===== src/rtl/mesi_isc_fifo_pkg.sv =====
// mesi_isc_fifo_pkg: shared defaults, status struct and pointer-width helper for the MESI parametrised FIFO.
package mesi_isc_fifo_pkg;
  localparam int DEFAULT_DATA_WIDTH = 32;
  localparam int DEFAULT_FIFO_SIZE = 4;
  typedef struct packed {
    logic empty;
    logic full;
    logic almost_empty;
    logic almost_full;
  } fifo_status_t;
  function automatic int ptr_width(input int n);
    return (n > 2) ? $clog2(n) : 1;
  endfunction
endpackage


===== src/rtl/mesi_isc_fifo_ptr.sv =====
// mesi_isc_fifo_ptr: wrap-around FIFO index counter, wraps at FIFO_SIZE-1 by compare so any depth works.
module mesi_isc_fifo_ptr
  import mesi_isc_fifo_pkg::*;
#(
  parameter int FIFO_SIZE = DEFAULT_FIFO_SIZE
) (
  input  logic                               clk,
  input  logic                               rst,
  input  logic                               inc,
  input  logic                               clr,
  output logic [ptr_width(FIFO_SIZE)-1:0]    ptr
);
  localparam int PW = ptr_width(FIFO_SIZE);
  localparam logic [PW-1:0] LAST = PW'(FIFO_SIZE - 1);
  always_ff @(posedge clk or posedge rst) begin
    if (rst) ptr <= '0;
    else if (clr) ptr <= '0;
    else if (inc) ptr <= (ptr == LAST) ? '0 : ptr + PW'(1);
  end
endmodule


===== src/rtl/mesi_isc_param_fifo.sv =====
// mesi_isc_param_fifo: any-depth FIFO with occupancy count, almost flags and flush.
// Define MESI_ISC_FIFO_ERR_EN to build the sticky overflow/underflow flags.
module mesi_isc_param_fifo
  import mesi_isc_fifo_pkg::*;
#(
  parameter int DATA_WIDTH     = DEFAULT_DATA_WIDTH,
  parameter int FIFO_SIZE      = DEFAULT_FIFO_SIZE,
  parameter int FIFO_SIZE_LOG2 = $clog2(FIFO_SIZE),
  parameter int AF_MARGIN      = 1,
  parameter int AE_MARGIN      = 1
) (
  input  logic                    clk,
  input  logic                    rst,
  input  logic                    flush_i,
  input  logic                    wr_i,
  input  logic                    rd_i,
  input  logic [DATA_WIDTH-1:0]   data_i,
  output logic [DATA_WIDTH-1:0]   data_o,
  output logic                    status_empty_o,
  output logic                    status_full_o,
  output logic                    status_almost_empty_o,
  output logic                    status_almost_full_o,
  output logic [FIFO_SIZE_LOG2:0] count_o,
  output logic                    overflow_o,
  output logic                    underflow_o
);
  localparam int PW = ptr_width(FIFO_SIZE);
  localparam int CW = FIFO_SIZE_LOG2 + 1;
  localparam fifo_status_t ST_RST = '{
    empty: 1'b1,
    full: 1'b0,
    almost_empty: 1'b1,
    almost_full: (AF_MARGIN >= FIFO_SIZE)
  };
  logic [DATA_WIDTH-1:0] mem [FIFO_SIZE];
  logic [PW-1:0] ptr_wr, ptr_rd;
  logic [CW-1:0] count, count_nxt;
  fifo_status_t st, st_nxt;
  logic rd_acc, wr_acc;
  // A full FIFO still takes a write when a read frees the slot in the same cycle.
  assign rd_acc = rd_i && !flush_i && !st.empty;
  assign wr_acc = wr_i && !flush_i && (!st.full || rd_acc);
  always_comb begin
    count_nxt = flush_i ? '0 : count + CW'(wr_acc) - CW'(rd_acc);
    st_nxt.empty = (count_nxt == '0);
    st_nxt.full = (count_nxt == CW'(FIFO_SIZE));
    st_nxt.almost_empty = (int'(count_nxt) <= AE_MARGIN);
    st_nxt.almost_full = (int'(count_nxt) >= FIFO_SIZE - AF_MARGIN);
  end
  mesi_isc_fifo_ptr #(.FIFO_SIZE(FIFO_SIZE)) u_ptr_wr (
    .clk(clk), .rst(rst), .inc(wr_acc), .clr(flush_i), .ptr(ptr_wr)
  );
  mesi_isc_fifo_ptr #(.FIFO_SIZE(FIFO_SIZE)) u_ptr_rd (
    .clk(clk), .rst(rst), .inc(rd_acc), .clr(flush_i), .ptr(ptr_rd)
  );
  always_ff @(posedge clk) begin
    if (wr_acc) mem[ptr_wr] <= data_i;
  end
  always_ff @(posedge clk or posedge rst) begin
    if (rst) begin
      count <= '0;
      st <= ST_RST;
      data_o <= '0;
    end else begin
      count <= count_nxt;
      st <= st_nxt;
      if (rd_acc) data_o <= mem[ptr_rd];
    end
  end
  assign count_o = count;
  assign status_empty_o = st.empty;
  assign status_full_o = st.full;
  assign status_almost_empty_o = st.almost_empty;
  assign status_almost_full_o = st.almost_full;
`ifdef MESI_ISC_FIFO_ERR_EN
  // Sticky until reset; a flush is not an error and does not clear them.
  always_ff @(posedge clk or posedge rst) begin
    if (rst) begin
      overflow_o <= 1'b0;
      underflow_o <= 1'b0;
    end else begin
      if (wr_i && !flush_i && !wr_acc) overflow_o <= 1'b1;
      if (rd_i && !flush_i && !rd_acc) underflow_o <= 1'b1;
    end
  end
`else
  assign overflow_o = 1'b0;
  assign underflow_o = 1'b0;
`endif
endmodule


===== config.mk =====
export PLATFORM = sky130hd
export DESIGN_NAME = mesi_isc_param_fifo
export DESIGN_NICKNAME = d
export VERILOG_FILES = /design/src/rtl/mesi_isc_fifo_pkg.sv /design/src/rtl/mesi_isc_fifo_ptr.sv /design/src/rtl/mesi_isc_param_fifo.sv
export SDC_FILE = /design/constraint.sdc
export NUM_CORES = 1
export LEC_CHECK = 0
export BUFFER_PORTS_ARGS = -buffer_cell sky130_fd_sc_hd__buf_2
export CORE_MARGIN = 4
export CORE_UTILIZATION = 29
export CTS_CLUSTER_DIAMETER = 80
export DETAILED_ROUTE_END_ITERATION = 8
export MAX_ROUTING_LAYER = met4
export PLACE_DENSITY = 0.5
export SLEW_MARGIN = 25
export SYNTH_ARGS = -nofsm -noshare
export SYNTH_HDL_FRONTEND = slang
export SYNTH_HIERARCHICAL = 1
export SYNTH_SLANG_ARGS = --single-unit

===== constraint.sdc =====
create_clock -name clk -period 8.35 [get_ports clk]
set_clock_uncertainty 0.1 [all_clocks]
set_input_delay 1.67 -clock clk [delete_from_list [all_inputs] [get_ports clk]]
set_output_delay 1.67 -clock clk [all_outputs]
set_load 0.1 [all_outputs]

==> results of run 1 <==
## metal layers
metal / share of wire [%] / track usage, %
met4: 0.82 / 2.924
met2: 50 / 17.38
met3: 4.5 / 3.534
met5: 0 / -
met1: 45 / 13.48
## worst max-delay path, delay by kind of cell
family | cells | cell delay, ns
AND/OR/NAND/NOR | 2 | 0.51
XOR/XNOR | 1 | 0.25
buffers and inverters | 4 | 0.90
adder cells (fa/ha/maj) | 3 | 0.85
## per-stage QoR
stage               hold slack [ns]  worst slack (ns)  power [uW]  utilization (%)  cell area (um^2)
CTS                          0.4119             4.285        3000            35.54              7853
detailed placement           0.3924             3.847        2191            32.83              7253
finish                       0.4047             4.340        2959            35.56              7858
global placement             0.3957             3.960        2183            32.82              7251
floorplan                    0.4488            0.4859        2020                -              6589
global route                 0.4311             4.135        3076            35.56              7858
## flip-flops by register name, indices dropped and copies added (netlist names)
name / count
u_ptr_wr/ptr: 2
u_ptr_rd/ptr: 2
count_o: 3
status_almost_full_o: 1
status_empty_o: 1
mem: 128
data_o: 32
status_almost_empty_o: 1
status_full_o: 1
## logic make-up after synthesis
kind of cell             Yosys count  synth area share (%)
adder cells (fa/ha/maj)            5                 1.064
AO/OA/AOI/OAI                     11                 1.368
AND/OR/NAND/NOR                   13                 1.349
flip-flops                       171                 74.75
other                              1               0.05695
buffers and inverters             21                 2.527
XOR/XNOR                           1                0.3420
multiplexers                      66                 18.54
## power by group
part	leakage [uW]	internal [uW]	switching, uW	total [uW]
clock	0.000288	473	326	799
combinational	0.000870	235	813	1050
sequential	0.00168	1040	74.6	1110
total	0.00284	1750	1210	2960
## final cells by class
| cell class | instances | area share (%) |
|---|---|---|
| clock inverter | 14 | 2.166 |
| sequential | 171 | 62.68 |
| clock buffer | 18 | 5.462 |
| tap | 280 | 4.459 |
| multi-input combinational | 98 | 19.41 |
| inverter | 8 | 0.4140 |
| timing repair buffer | 81 | 5.350 |
| antenna | 2 | 0.06369 |
## how the worst max path moves through the flow
stage             from             to  slack (ns)  cells past startpoint
6_report       flush_i  status_full_o        4.34                     10
5_1_grt        flush_i  status_full_o        4.14                     10
4_1_cts        flush_i  status_full_o        4.29                     10
3_5_place_dp   flush_i  status_full_o        3.85                     10
3_3_place_gp   flush_i  status_full_o        3.96                     10
2_1_floorplan  flush_i      mem[0][0]        0.49                      3
## layout by cell type, fill, tap and decap left out, types with 3 or more instances in the layout
cell type / instances
bufinv_16: 3
mux2_4: 30
nand2b_1: 4
a2111oi_2: 4
ha_1: 4
nor2_1: 5
clkbuf_16: 17
dfrtp_1: 39
mux4_2: 30
edfxtp_1: 128
clkinvlp_4: 3
buf_4: 6
buf_2: 75
clkinv_2: 4
inv_1: 7
==> results.json, run 1 <==
{
  "status": "finished, final reports clean",
  "crit_fanout": 36,
  "slew_viol_final": 0,
  "power_per_cell_area_nw_per_um2": 376.6,
  "worstPathCellList": "buf_2 -> nor3b_4 -> buf_4 -> ha_1 -> inv_1 -> ha_1 -> inv_1 -> fa_1 -> xnor3_1 -> nor4b_1",
  "ys_async_sr_fraction_pct": 25.15,
  "track_usage_pct": 10.91,
  "max-slew-margin-rel_pct": 37.12,
  "clk_path_buf_depth": 2,
  "die-width_um": 158.7,
  "grt_max_degree": 40,
  "total_leakage_power_uw": 0.002842,
  "hold_path_class": "flip-flop to flip-flop",
  "cts-root-buf": "clkbuf_16",
  "slowest_stage": "buf_4",
  "fill_cells": 2082,
  "clk_pin_slew_ns": 0.07,
  "synth.top_cell.area_share_pct": 58.37,
  "setup-tns-final_ns": 0,
  "ys_seq_area_share_pct": 74.75,
  "reg2reg_slack_ns": 5.47,
  "r2r-end": "status_full_o",
  "synth_cell_types": 30,
  "fmax_mhz": 249.4,
  "grt_remaining_overflow": 0,
  "worstHoldStart": "data_o[13]",
  "viasPerCell": 4.433,
  "num_vias": 2979,
  "dp_hpwl_um": 7108,
  "timing.rr.start": "status_empty_o",
  "insertion_delay_ns": 0.41,
  "ios": 78,
  "maxCapViolations": 0,
  "gp_congestion": 0.6532,
  "io_buffers": 75,
  "worstPathRequired_ns": 8.55,
  "yosysWarningCount": 6,
  "rsz0062_at_grt": "false",
  "yosys.area.top_type": "edfxtp_1",
  "dp_cells": 638,
  "wl_per_cell_um": 18.91,
  "fin_cells": 672,
  "drcViolationCount": 0,
  "antenna_found_initial": 2,
  "clock_sinks": 171,
  "htree_levels": 4,
  "avgSynthCellArea_um2": 22.79,
  "cts_resized": 0,
  "min_path_cells": 1,
  "synthCells": 289,
  "syn_to_final_growth_pct": 19.32,
  "end_kind": "flip-flop",
  "synth_edf_count": 128,
  "start_kind": "input pin",
  "cts_setup_buffers": 0,
  "multi_input_area_um2": 1525,
  "ys_ff_latch": 171,
  "antenna_left": 0,
  "yosysMostFrequentCell": "edfxtp_1",
  "path_class": "input pin to flip-flop",
  "hold_violations": 0,
  "grt_pass1_vias": 3192,
  "grt_pass1_wl_um": 19240,
  "fin_crit_sh_pct": 48.03,
  "period_needed_ns": 4.010,
  "cts_tree": "built",
  "ys_top_cells_by_count": "128 x edfxtp_1, 41 x dfrtp_1, 30 x mux2_4, 30 x mux4_2, 8 x inv_1",
  "die-height_um": 158.7,
  "setup_viol": 0,
  "num_rows": 54,
  "coreArea_um2": 22090,
  "finalNetCount": 419,
  "routed_wl_um": 12710,
  "hold_end": "data_o[13]",
  "ir_worst_vdd_mv": 0.1943,
  "synth_area_leaders": "edfxtp_1 58%, dfrtp_1 16%, mux4_2 10%",
  "max_slew.worst_pin.slew_ns": 0.9433,
  "drtPass1Iterations": 4,
  "synth_ff_type": "edfxtp_1",
  "start_util_pct": 29.81,
  "drive_gt1_share_pct": 47.95,
  "regArea_um2": 4925,
  "cp_slowest_stage_delay_ns": 0.61,
  "numCtsBuffers": 17,
  "die-area_um2": 25180,
  "cp_data_arrival_time_ns": 4.21,
  "syn_area_um2": 6585,
  "ctsHoldBuffers": 0,
  "reg2regPathDepth": 9,
  "drtIter0Drc": 87
}
Power figures use the tool's default switching activity.
==> inputs of run 2 (changes only) <==
--- a/config.mk
+++ b/config.mk
@@ -11,7 +11,7 @@
 export CTS_CLUSTER_DIAMETER = 80
 export DETAILED_ROUTE_END_ITERATION = 8
 export MAX_ROUTING_LAYER = met4
-export PLACE_DENSITY = 0.5
+export PLACE_DENSITY = 0.52
 export SLEW_MARGIN = 25
 export SYNTH_ARGS = -nofsm -noshare
 export SYNTH_HDL_FRONTEND = slang
==> constraint.sdc (replaced) <==
create_clock -name clk -period 3.2 [get_ports clk]
set_clock_uncertainty 0.1 [all_clocks]
set_input_delay 0.64 -clock clk [delete_from_list [all_inputs] [get_ports clk]]
set_output_delay 0.64 -clock clk [all_outputs]
set_load 0.1 [all_outputs]
==> run 2 against run 1 <==
Combinational power grew to 2.6 times the previous value. Power grew to 2.6 times the previous value. Design area grew 1.3%. Core utilization grew 0.46 points. Highest routed layer unchanged. Critical path type unchanged. Largest cell class unchanged. Non-clock buffer count grew 7.
==> results.json, run 2 (same netlist as run 1, synthesis figures left out) <==
{
  "cts-root-buf": "clkbuf_16",
  "cts_tree": "built",
  "grt_remaining_overflow": 0,
  "start_util_pct": 29.81,
  "crit_fanout": 13,
  "numCtsBuffers": 17,
  "track_usage_pct": 10.91,
  "total_leakage_power_uw": 0.002876,
  "slowest_stage": "fa_1",
  "fmax_mhz": 419.3,
  "grt_use_met1_pct": 13.04,
  "end_kind": "flip-flop",
  "drive_gt1_share_pct": 47.61,
  "hold_violations": 0,
  "final_cell_area_um2": 7960,
  "status": "finished, final reports clean",
  "ir_worst_vdd_mv": 0.3541,
  "grt_max_degree": 40,
  "syn_to_final_growth_pct": 20.88,
  "period_needed_ns": 2.385,
  "max_slew.worst_pin.slew_ns": 0.9278,
  "drtPass1Iterations": 5,
  "path_class": "input pin to flip-flop",
  "dp_hpwl_um": 7515,
  "die-area_um2": 25180,
  "worstPathCellList": "buf_2 -> nand2b_1 -> a21o_1 -> ha_1 -> inv_1 -> ha_1 -> inv_1 -> fa_1 -> xnor3_1 -> nor4b_1",
  "cp_slowest_stage_delay_ns": 0.38,
  "use_met2_pct": 16.88,
  "gp_congestion": 0.6747,
  "start_kind": "input pin",
  "ios": 78,
  "clk_path_buf_depth": 2,
  "antenna_found_initial": 3,
  "fin_cells": 680,
  "hold_ws_ns": 0.3343,
  "routed_wl_um": 12430,
  "grt_pass1_wl_um": 19170,
  "grt.busiest_layer": "met2",
  "grtUsageMet3_pct": 4.648,
  "cp.depth": 10,
  "final_cell_mix": "128 x edfxtp_1, 75 x buf_2, 39 x dfrtp_1, 30 x mux4_2, 30 x mux2_4",
  "wl_per_cell_um": 18.28,
  "cp_data_arrival_time_ns": 2.60,
  "finalNetCount": 426,
  "power_per_cell_area_nw_per_um2": 968.6,
  "critPathTopFamily": "adder cells",
  "num_vias": 3012,
  "cts_resized": 0,
  "layout_commonest_cell": "edfxtp_1",
  "min_path_cells": 1,
  "viasPerCell": 4.429,
  "worstPathRequired_ns": 3.41,
  "io_buffers": 75,
  "drtIter0Drc": 152,
  "pre_cts_slack_ns": 0.3922,
  "die-height_um": 158.7,
  "clk_pin_slew_ns": 0.06,
  "rsz0062_at_grt": "false",
  "setup_slack_ns": 0.8148,
  "coreArea_um2": 22090,
  "cts_setup_buffers": 0,
  "dp_cells": 644,
  "fill_cells": 2018,
  "max-slew-margin-rel_pct": 38.15,
  "path_buf_inv": 3,
  "largest_reg_flops": 128,
  "maxCapViolations": 0,
  "top_register": "mem",
  "num_rows": 54,
  "hold_path_class": "input pin to flip-flop",
  "reg2regPathDepth": 8,
  "htree_levels": 4,
  "dpl-instance-area_um2": 7358,
  "slew_viol_final": 0,
  "die-width_um": 158.7,
  "drcViolationCount": 0,
  "fin_crit_sh_pct": 74.54,
  "insertion_delay_ns": 0.41,
  "clock_sinks": 171,
  "antenna_left": 0,
  "setup_viol": 0,
  "grt_pass1_vias": 3247
}
==> run 2: path summary, 6_finish.rpt <==
kind	slack, ns	startpoint	to
setup reg to reg	0.83	status_full_o	status_full_o
setup / recovery	0.81	flush_i	status_full_o
hold reg to reg	0.41	data_o[8]	data_o[8]
hold / removal	0.33	data_i[7]	mem[2][7]
max in group asynchronous	1.71	rst	data_o[14]
min in group asynchronous	0.56	rst	u_ptr_wr/ptr[0]
==> run 2: cell type report <==
type	count	area, um^2	area share, %
sequential	171	4925	61.87
multi-input combinational	98	1575	19.79
clock inverter	12	146.4	1.839
clock buffer	20	436.7	5.486
inverter	8	31.28	0.3930
tap	280	350.3	4.401
timing repair buffer	88	488.0	6.130
antenna	3	7.507	0.09431
==> run 2: report_power, final <==
group          internal [uW]  switching (uW)  leakage [uW]
clock                   1220             820      0.000283
sequential              2710             200       0.00168
combinational            630            2130      0.000909
==> run 2: repair_timing <==
action,in CTS,in global routing
hold buffers,1,0
endpoints found under the hold margin,4,0
endpoints found under the setup margin,0,0
==> run 2: routing by layer <==
layer	vias up	part of all wire (%)
met5	-	0
met4	0	1.0
met3	9	6.4
met2	70	50
met1	1574	43
li1	1359	-
==> run 2: metrics by stage <==
step / TNS (ns) / power [uW] / utilization, %
2_1_floorplan: -69.62 / 5276 / -
3_3_place_gp: 0 / 5722 / 33.31
3_5_place_dp: 0 / 5746 / 33.31
4_1_cts: 0 / 7815 / 35.99
5_1_grt: 0 / 8022 / 36.03
6_report: 0 / 7710 / 36.03
==> inputs of run 3 (changes only) <==
--- a/config.mk
+++ b/config.mk
@@ -11,7 +11,7 @@
 export CTS_CLUSTER_DIAMETER = 80
 export DETAILED_ROUTE_END_ITERATION = 8
 export MAX_ROUTING_LAYER = met4
-export PLACE_DENSITY = 0.52
+export PLACE_DENSITY = 0.5
 export SLEW_MARGIN = 25
 export SYNTH_ARGS = -nofsm -noshare
 export SYNTH_HDL_FRONTEND = slang
==> constraint.sdc (replaced) <==
create_clock -name clk -period 2.25 [get_ports clk]
set_clock_uncertainty 0.1 [all_clocks]
set_input_delay 0.45 -clock clk [delete_from_list [all_inputs] [get_ports clk]]
set_output_delay 0.45 -clock clk [all_outputs]
set_load 0.1 [all_outputs]
==> run 3 against run 2 <==
The run now ends with negative setup slack left. Sequential cell count unchanged. Sequential power grew 41%. Combinational power increased by 49%. Die area unchanged. Register-to-register slack worse by 0.91 ns. Design area increased by 1.5%. Clock power up 35%. Global-route usage up 0.48 points. Routed wire length up 5.2%. Highest routed layer unchanged. Sequential share of layout area down 0.88 points. Final cell count up 0.15%.
==> results.json, run 3 (same netlist as run 1, synthesis figures left out) <==
{
  "status": "finished with violations",
  "violations": "negative setup slack",
  "setup_viol": 4,
  "dpl-instance-area_um2": 7491,
  "finalNetCount": 428,
  "die-height_um": 158.7,
  "drive_gt1_share_pct": 50.13,
  "r2r-end": "status_full_o",
  "utilization_pct": 36.58,
  "fmax_mhz": 429.3,
  "htree_levels": 4,
  "ir_worst_vdd_mv": 0.8396,
  "io_buffers": 75,
  "total_leakage_power_uw": 0.002902,
  "layout_commonest_cell": "edfxtp_1",
  "antenna_found_initial": 2,
  "clk_pin_slew_ns": 0.07,
  "die-width_um": 158.7,
  "hold_path_class": "input pin to flip-flop",
  "internal_power_uw": 6463,
  "num_vias": 2992,
  "power_per_cell_area_nw_per_um2": 1357,
  "switching_share_pct": 41.08,
  "routed_wl_um": 13080,
  "start_util_pct": 29.81,
  "power.switching_uw": 4506,
  "start_kind": "flip-flop",
  "maxCapViolations": 0,
  "insertion_delay_ns": 0.42,
  "antenna_left": 0,
  "top_register": "mem",
  "cts_tree": "built",
  "clock_sinks": 171,
  "cp_data_arrival_time_ns": 2.55,
  "worstHoldStart": "data_i[5]",
  "p_seq_share_pct": 37.5,
  "period_needed_ns": 2.330,
  "min_path_cells": 1,
  "grt_max_degree": 36,
  "rsz0062_at_grt": "true",
  "gp_congestion": 0.6651,
  "end_kind": "flip-flop",
  "coreArea_um2": 22090,
  "drcViolationCount": 0,
  "numCtsBuffers": 17,
  "max-slew-margin-rel_pct": 49.64,
  "worstPathRequired_ns": 2.47,
  "track_usage_pct": 11.38,
  "dp_hpwl_um": 7545,
  "p_comb_share_pct": 37.5,
  "num_rows": 54,
  "reg2regPathDepth": 9,
  "hold_ws_ns": 0.1385,
  "viasPerCell": 4.394,
  "fin_crit_sh_pct": 103.5,
  "grt_remaining_overflow": 0,
  "grt_pass1_vias": 3298,
  "clkPwrFrac_pct": 25.1,
  "clk_path_buf_depth": 2,
  "reg2reg_slack_ns": -0.08,
  "wl_per_cell_um": 19.20,
  "pre_cts_slack_ns": -0.2319,
  "drtPass1Iterations": 4,
  "slew_viol_final": 0,
  "final_cell_mix": "128 x edfxtp_1, 75 x buf_2, 38 x dfrtp_1, 30 x mux4_2, 30 x mux2_4",
  "grt_pass1_wl_um": 19870,
  "path_class": "flip-flop to flip-flop",
  "crit_fanout": 5,
  "timing.rr.start": "status_empty_o",
  "cts-root-buf": "clkbuf_16",
  "setup_slack_ns": -0.07959,
  "drtIter0Drc": 126,
  "hold_end": "mem[2][5]",
  "syn_to_final_growth_pct": 22.74,
  "final_cell_area_um2": 8083,
  "hold_violations": 0,
  "die-area_um2": 25180,
  "ios": 78,
  "max_slew.worst_pin.slew_ns": 0.7554,
  "largest_reg_flops": 128
}
## run 3: cell types whose count changed in the layout (fill, tap and decap cells not counted), moves of 3 or more
cell / delta
buf_4: -4
buf_12: +6
clkbuf_1: +3
inv_2: +3
## run 3: how the worst max path moves through the flow
| stage | endpoint | slack, ns | cells past startpoint | from |
|---|---|---|---|---|
| finish | status_full_o | -0.08 | 9 | status_empty_o |
| global route | status_full_o | -0.18 | 9 | status_empty_o |
| CTS | status_full_o | -0.1 | 9 | status_empty_o |
| detailed placement | status_full_o | -0.23 | 10 | flush_i |
| global placement | status_full_o | -0.12 | 10 | flush_i |
| floorplan | status_full_o | -0.38 | 9 | status_empty_o |
## run 3: final cells by class
type | instances | area [um^2]
inverters | 8 | 30.03
fillers | 2020 | 14010
clock inverters | 9 | 102.6
repair buffers | 90 | 578.1
clock buffers | 23 | 447.9
diodes | 2 | 5.005
multi-input cells | 98 | 1639
flip-flops and latches | 171 | 4930
well taps | 280 | 350.3
## run 3: worst max-delay path, cell delays in order (launching register included)
cell	delay, ns
dfstp_4	0.63
nand2b_4	0.12
a21o_1	0.13
ha_4	0.20
inv_2	0.06
ha_4	0.11
inv_2	0.03
fa_2	0.32
xnor3_2	0.29
nor4b_4	0.23
## run 3: stage by stage
step | instances | power [uW] | setup TNS, ns
after CTS | 678 | 11080 | -0.1332
final | 681 | 10970 | -0.2342
after floorplan | 290 | 7568 | -48.94
after global placement | 645 | 8239 | -0.1629
after detailed placement | 645 | 8275 | -0.3427
after global routing | 681 | 11420 | -0.6651
## run 3: power by group through the flow
stage	combinational (uW)	clock [uW]	sequential [uW]
after floorplan	984	0	6580
final	4110	2750	4110
after CTS	4110	2840	4120
after global routing	4260	2990	4170
after detailed placement	4090	0	4180
after global placement	4060	0	4180
## run 3: layer usage
metal | vias up | global-route usage (%) | share of wire, %
met3 | 9 | 3.724 | 4.6
met1 | 1565 | 14.04 | 45
met4 | 0 | 3.046 | 0.89
li1 | 1358 | - | -
met5 | - | - | 0
met2 | 60 | 18.15 | 50
## run 3: repair_timing
action | 4_1_cts | 5_1_grt
endpoints found under the hold margin | 19 | 0
pin swaps | 3 | 1
buffers inserted | 0 | 1
resized for setup | 2 | 2
hold buffers | 1 | 0
setup endpoints to repair | 2 | 5
